==> config.mk <==
export PLATFORM = sky130hd
export DESIGN_NAME = axis_dac_scaler
export DESIGN_NICKNAME = d
export VERILOG_FILES = /design/src/rtl/dac_pkg.sv /design/src/rtl/dac_scale_sat.sv /design/src/rtl/axis_dac_scaler.sv
export SDC_FILE = /design/constraint.sdc
export NUM_CORES = 2
export LEC_CHECK = 0
export CAP_MARGIN = 10
export CORE_MARGIN = 8
export CORE_UTILIZATION = 60
export DETAILED_ROUTE_END_ITERATION = 10
export PLACE_DENSITY = 0.85
export REMOVE_ABC_BUFFERS = 1
export SLEW_MARGIN = 20
export SYNTH_ARGS = -nofsm -noshare
export SYNTH_HDL_FRONTEND = slang
export SYNTH_SLANG_ARGS = --single-unit
==> constraint.sdc <==
create_clock -name aclk -period 15.1 [get_ports aclk]
set_clock_uncertainty 0.2 [all_clocks]
set_input_delay 1.51 -clock aclk [delete_from_list [all_inputs] [get_ports aclk]]
set_output_delay 1.51 -clock aclk [all_outputs]
set_load 0.02 [all_outputs]
==> src/rtl/dac_pkg.sv <==
// Shared fixed-point constants and saturation-limit helpers for the DAC scaling datapath.
package dac_pkg;

  localparam int SAMPLE_W       = 16;
  localparam int PROD_W         = 32;
  localparam int SUM_W          = 19;
  localparam int GAIN_FRAC_BITS = 14;
  localparam int ROUND_CONST    = 8192;
  localparam int DAC_DATA_WIDTH_DEF = 14;

  // Clamp limits for a signed DAC word of width dw, expressed in the sum width.
  function automatic logic signed [SUM_W-1:0] sat_hi(input int dw);
    logic signed [SUM_W-1:0] one;
    one = 1;
    return (one <<< (dw - 1)) - one;
  endfunction

  function automatic logic signed [SUM_W-1:0] sat_lo(input int dw);
    logic signed [SUM_W-1:0] one;
    one = 1;
    return -(one <<< (dw - 1));
  endfunction

  localparam logic signed [SUM_W-1:0] DAC_SAT_HI_DEF = sat_hi(DAC_DATA_WIDTH_DEF);
  localparam logic signed [SUM_W-1:0] DAC_SAT_LO_DEF = sat_lo(DAC_DATA_WIDTH_DEF);

endpackage

==> src/rtl/dac_scale_sat.sv <==
// One channel of the scaler: S1 gain multiply, S2 round + offset, S3 clamp to the DAC range.
module dac_scale_sat
  import dac_pkg::*;
#(
  parameter int DAC_DATA_WIDTH = 14
) (
  input  logic                       aclk,
  input  logic                       aresetn,
  input  logic                       ce,
  input  logic signed [SAMPLE_W-1:0] sample,
  input  logic signed [SAMPLE_W-1:0] gain,
  input  logic signed [SAMPLE_W-1:0] offset,
  output logic        [SAMPLE_W-1:0] dout,
  output logic                       sat
);

  localparam logic signed [SUM_W-1:0] SAT_HI = sat_hi(DAC_DATA_WIDTH);
  localparam logic signed [SUM_W-1:0] SAT_LO = sat_lo(DAC_DATA_WIDTH);

  logic signed [PROD_W-1:0] prod_q;
  logic signed [SUM_W-1:0]  sum_q;
  logic        [PROD_W:0]   rnd;
  logic signed [SUM_W-1:0]  sum_d;
  logic signed [SUM_W-1:0]  clip;

  // S1/S2 carry no reset: stage valid bits in the parent qualify their contents.
  always_ff @(posedge aclk) begin
    if (ce) begin
      prod_q <= PROD_W'(sample) * PROD_W'(gain);
      sum_q  <= sum_d;
    end
  end

  always_comb begin
    rnd   = {prod_q[PROD_W-1], prod_q} + (PROD_W+1)'(ROUND_CONST);
    sum_d = rnd[PROD_W:GAIN_FRAC_BITS] + {{(SUM_W-SAMPLE_W){offset[SAMPLE_W-1]}}, offset};
  end

  always_comb begin
    clip = sum_q;
    sat  = 1'b0;
    if (sum_q > SAT_HI) begin
      clip = SAT_HI;
      sat  = 1'b1;
    end else if (sum_q < SAT_LO) begin
      clip = SAT_LO;
      sat  = 1'b1;
    end
  end

  // The clamped value already fits the DAC range, so its low 16 bits are the sign-extended word.
  always_ff @(posedge aclk) begin
    if (!aresetn) begin
      dout <= '0;
    end else if (ce) begin
      dout <= clip[SAMPLE_W-1:0];
    end
  end

endmodule

==> src/rtl/axis_dac_scaler.sv <==
// AXI-Stream two-channel DAC scaler: gain, round, offset and saturate with a saturation counter.
module axis_dac_scaler
  import dac_pkg::*;
#(
  parameter int AXIS_TDATA_WIDTH = 32,
  parameter int DAC_DATA_WIDTH   = 14,
  parameter int CNTR_WIDTH       = 16
) (
  input  logic                        aclk,
  input  logic                        aresetn,
  input  logic [31:0]                 cfg_gain,
  input  logic [31:0]                 cfg_offset,
  input  logic                        cnt_clr,
  output logic [CNTR_WIDTH-1:0]       sts_sat_cnt,
  output logic                        s_axis_tready,
  input  logic [AXIS_TDATA_WIDTH-1:0] s_axis_tdata,
  input  logic                        s_axis_tvalid,
  input  logic                        m_axis_tready,
  output logic [AXIS_TDATA_WIDTH-1:0] m_axis_tdata,
  output logic                        m_axis_tvalid
);

  // Handshake: a beat transfers on a rising edge where valid and ready are both 1. The whole
  // pipeline moves in lockstep on ce, so the input is ready exactly when the output can advance.
  logic ce;
  logic v1_q, v2_q;
  logic sat_a, sat_b;
  logic [SAMPLE_W-1:0] dout_a, dout_b;

  assign ce            = ~m_axis_tvalid | m_axis_tready;
  assign s_axis_tready = ce;

  always_ff @(posedge aclk) begin
    if (!aresetn) begin
      v1_q          <= 1'b0;
      v2_q          <= 1'b0;
      m_axis_tvalid <= 1'b0;
    end else if (ce) begin
      v1_q          <= s_axis_tvalid;
      v2_q          <= v1_q;
      m_axis_tvalid <= v2_q;
    end
  end

  dac_scale_sat #(.DAC_DATA_WIDTH(DAC_DATA_WIDTH)) u_ch_a (
    .aclk    (aclk),
    .aresetn (aresetn),
    .ce      (ce),
    .sample  (s_axis_tdata[15:0]),
    .gain    (cfg_gain[15:0]),
    .offset  (cfg_offset[15:0]),
    .dout    (dout_a),
    .sat     (sat_a)
  );

  dac_scale_sat #(.DAC_DATA_WIDTH(DAC_DATA_WIDTH)) u_ch_b (
    .aclk    (aclk),
    .aresetn (aresetn),
    .ce      (ce),
    .sample  (s_axis_tdata[31:16]),
    .gain    (cfg_gain[31:16]),
    .offset  (cfg_offset[31:16]),
    .dout    (dout_b),
    .sat     (sat_b)
  );

  assign m_axis_tdata = AXIS_TDATA_WIDTH'({dout_b, dout_a});

  // Counts beats that clamp as they enter S3; clear wins over increment, and the count sticks at max.
  always_ff @(posedge aclk) begin
    if (!aresetn) begin
      sts_sat_cnt <= '0;
    end else if (cnt_clr) begin
      sts_sat_cnt <= '0;
    end else if (ce && v2_q && (sat_a || sat_b) && (sts_sat_cnt != '1)) begin
      sts_sat_cnt <= sts_sat_cnt + 1'b1;
    end
  end

endmodule
==> summary.md <==
| Metric | Value |
|---|---|
| Die Wd | `220 µm` |
| Synthesized cell area | `about 25000 µm²` |
| CP endpoint kind | `flop` |
| # DRC | `0` |
| Share of layout cells above drive strength 1 | `1.71%` |
| Post-synth top cells | `inv_1, fa_1, nand2_1, and2_1, ha_1` |
| Least-Margin Pin Slew | `approximately 0.86 ns` |
| Yosys warns | `0` |
| Achievable Freq | `122 MHz` |
| Post-synthesis average cell area | `approximately 9.5 µm²` |
| R2R Path Start | `u_ch_b.prod_q[13]` |
| CTS Buf Count | `17` |
| Required time worst endpoint | `about 15 ns` |
| Final setup violation count | `0` |
| Vias per Instance | `roughly 5.6` |
| Via count of the routed design | `around 18000` |
| Register area share after synthesis | `roughly an eighth` |
| Routed WL per cell | `18.0 µm` |
| Initial Utilization | `60.3%` |
| Area growth, synth to finish | `9.94%` |
| Final Cycle Share | `54.5%` |
| DRT antenna net count | `0` |
| Critical-path maximum fanout | `16` |
| Total track usage | `about 25%` |
| Area leader, netlist | `fa_1` |
| Most numerous cell in the Yosys netlist | `inv_1` |
| Largest net degree at the start of global routing | `just under 80` |
| Outcome | `completed` |
| Post-Route WL | `59.0 mm` |
| Max stage delay cell, worst path | `clkdlybuf4s50_1` |
| Synth top area share | `approximately two fifths` |
| Largest cells by area after synthesis | `fa_1, ha_1, edfxtp_1` |
| Top-level I/O count | `around 150` |
| Worst endpoint data arrival time | `approximately 8.2 ns` |
| Post-CTS setup buffers | `0` |
| DP Cell Count | `approximately 3300` |
| Number of flops mapped to enable cells by yosys | `between 70 and 80` |
| Initial antenna violation count | `1` |
| Post-Route Setup TNS | `0 ns` |
| Cell variety after synth | `48` |
| Hold buffers post-CTS | `0` |
| Fin cells | `around 3300` |
| Post-layout nets | `between 3000 and 4000` |
| CTS tree | `yes` |
| PortBufs | `150` |
| Critical path class | `in -> reg` |
| Clock slew at reported path FFs | `about 0.06 ns` |
| Final Max Tran Viols | `0` |
| First-pass GRT wire length | `about 99 mm` |
| GPL Wtd Cong | `~0.94` |
| Die ar. | `between 40000 and 50000 µm²` |
| CP startpoint | `cfg_gain[17]` |
| Clk_lat worst skew | `a little over 0.4 ns` |
| Die Y | `roughly 220 µm` |
| Post-Synthesis Cells | `between 2000 and 3000` |
| Post-synth top flop | `edfxtp_1` |
| Slew HR | `between 40% and 50%` |
| DP HPWL | `slightly below 50 mm` |
| CTS Root Cell | `clkbuf_16` |
| Htree depth | `4` |
| Antenna cells | `0` |
| Vias in the first global route | `20400` |
| CP cell instances | `clkdlybuf4s50_1 -> nand2_1 -> inv_1 -> fa_1 -> fa_1 -> fa_1 -> fa_1 -> fa_1 -> inv_1 -> fa_1 -> inv_1 -> ha_1 -> a21o_1 -> a21o_1 -> o21bai_1 -> a21oi_1 -> o21ai_0 -> o41ai_2 -> o21bai_1 -> xor2_1` |
| Yosys reg bits | `127` |
| Kind of start point of the critical path | `input port` |
| WP buf/inv | `4` |
| Clock Path Buffers | `2` |
| RSZ-0062 raised after global routing | `false` |
| Clk sink count | `around 130` |
| Critical path's top delay family | `adder cells` |
| Hold_sp | `v1_q` |
| MaxCap Viol Count | `0` |
| # resized after CTS | `0` |
| Hold Fails Final Rpt | `0` |
| Initial DRC Count | `roughly 1300` |
| Hold crit path type | `reg -> reg` |
| Number of fillers in the final layout | `3201` |
| Crit-path max cell delay | `just under 0.9 ns` |
| Ys async rst share | `0%` |
| Total congestion overflow | `0` |
| Min cycle time layout | `~8 ns` |
| Std cell rows | `75` |
| DRT Pass-1 Iters | `7` |
| CP most frequent cell | `fa_1` |
| Core ar. | `41600 µm²` |
-- cells by family after synthesis --
kind of cell	share of synthesized area, %
simple gates	15.2
fa+ha+maj	51.7
xor+xnor	4.68
flops	13.2
mux	0.0399
compound gates	5.26
buf+inv	9.96
-- placed cells by master (no fill, tap or decap), types with 3 or more instances in the layout --
master	instances
nand2_1	280
or3_1	9
inv_1	587
o21ai_1	5
xnor2_1	99
o21a_1	15
a21oi_1	70
a21boi_0	11
nor3_1	17
a21o_1	18
inv_4	3
a211oi_1	6
nand4_1	13
xor2_1	35
o21bai_1	9
nand2b_1	14
nor2_1	109
nor2b_1	16
a41oi_1	5
or4_1	4
buf_4	4
fa_1	524
nand3_1	42
dfxtp_1	51
and3_1	18
o21ai_0	54
and2_1	249
ha_1	197
clkbuf_16	20
clkinv_2	6
edfxtp_1	76
clkdlybuf4s50_1	149
-- state kept, by name (all words and copies together) (netlist names) --
| name | cells |
|---|---|
| u_ch_a.prod_q | 19 |
| v2_q | 1 |
| m_axis_tvalid | 1 |
| u_ch_b.sum_q | 19 |
| sts_sat_cnt | 16 |
| u_ch_b.prod_q | 19 |
| u_ch_a.sum_q | 19 |
| u_ch_b.dout | 16 |
| u_ch_a.dout | 16 |
| v1_q | 1 |
-- worst register-to-register path, cell delays in order, from the launching register on --
cell	delay (ns)
edfxtp_1	0.45
ha_1	0.34
ha_1	0.22
fa_1	0.43
a21o_1	0.22
a21oi_2	0.23
nor2b_1	0.07
o21a_1	0.22
o211ai_2	0.19
a41oi_1	0.18
or4_1	0.47
a31o_1	0.24
a21oi_2	0.15
xnor2_1	0.10
-- per-stage QoR --
stage          setup WS, ns  util, %  cell area, µm²  hold slack [ns]
2_1_floorplan          7.90        -           24800            0.241
3_3_place_gp           6.72     64.9           27000            0.260
3_5_place_dp           6.43     64.9           27000            0.269
4_1_cts                6.87     66.3           27600            0.275
5_1_grt                6.58     66.3           27600            0.298
6_report               6.87     66.3           27600            0.269
-- worst paths after layout --
check / end / slack [ns] / depth (start not counted)
max: u_ch_b.prod_q[30] / 6.87 / 20
min: v1_q / 0.27 / 2
max reg2reg: u_ch_b.sum_q[18] / 11.13 / 13
min reg2reg: v1_q / 0.27 / 2
-- cell type report --
type | instances | area, µm² | area share (%)
clock buffers | 20 | 500 | 1.82
clock inverters | 12 | 76.3 | 0.277
inverters | 588 | 2210 | 8.02
multi-input cells | 1843 | 19300 | 69.9
flip-flops and latches | 127 | 3300 | 12.0
well taps | 539 | 674 | 2.45
repair buffers | 154 | 1530 | 5.54
-- per-layer routing --
layer | part of all wire (%) | GRT usage [%] | up-vias
met4 | 3.2 | 8.66 | 2
met2 | 50 | 44.2 | 696
met5 | 0.017 | 0 | -
met3 | 6.4 | 3.54 | 157
li1 | - | - | 8133
met1 | 41 | 32.7 | 9292
Power is left out: the tool's default activity adds up to more than one toggle a clock period on the data nets, which glitch-free logic cannot reach.
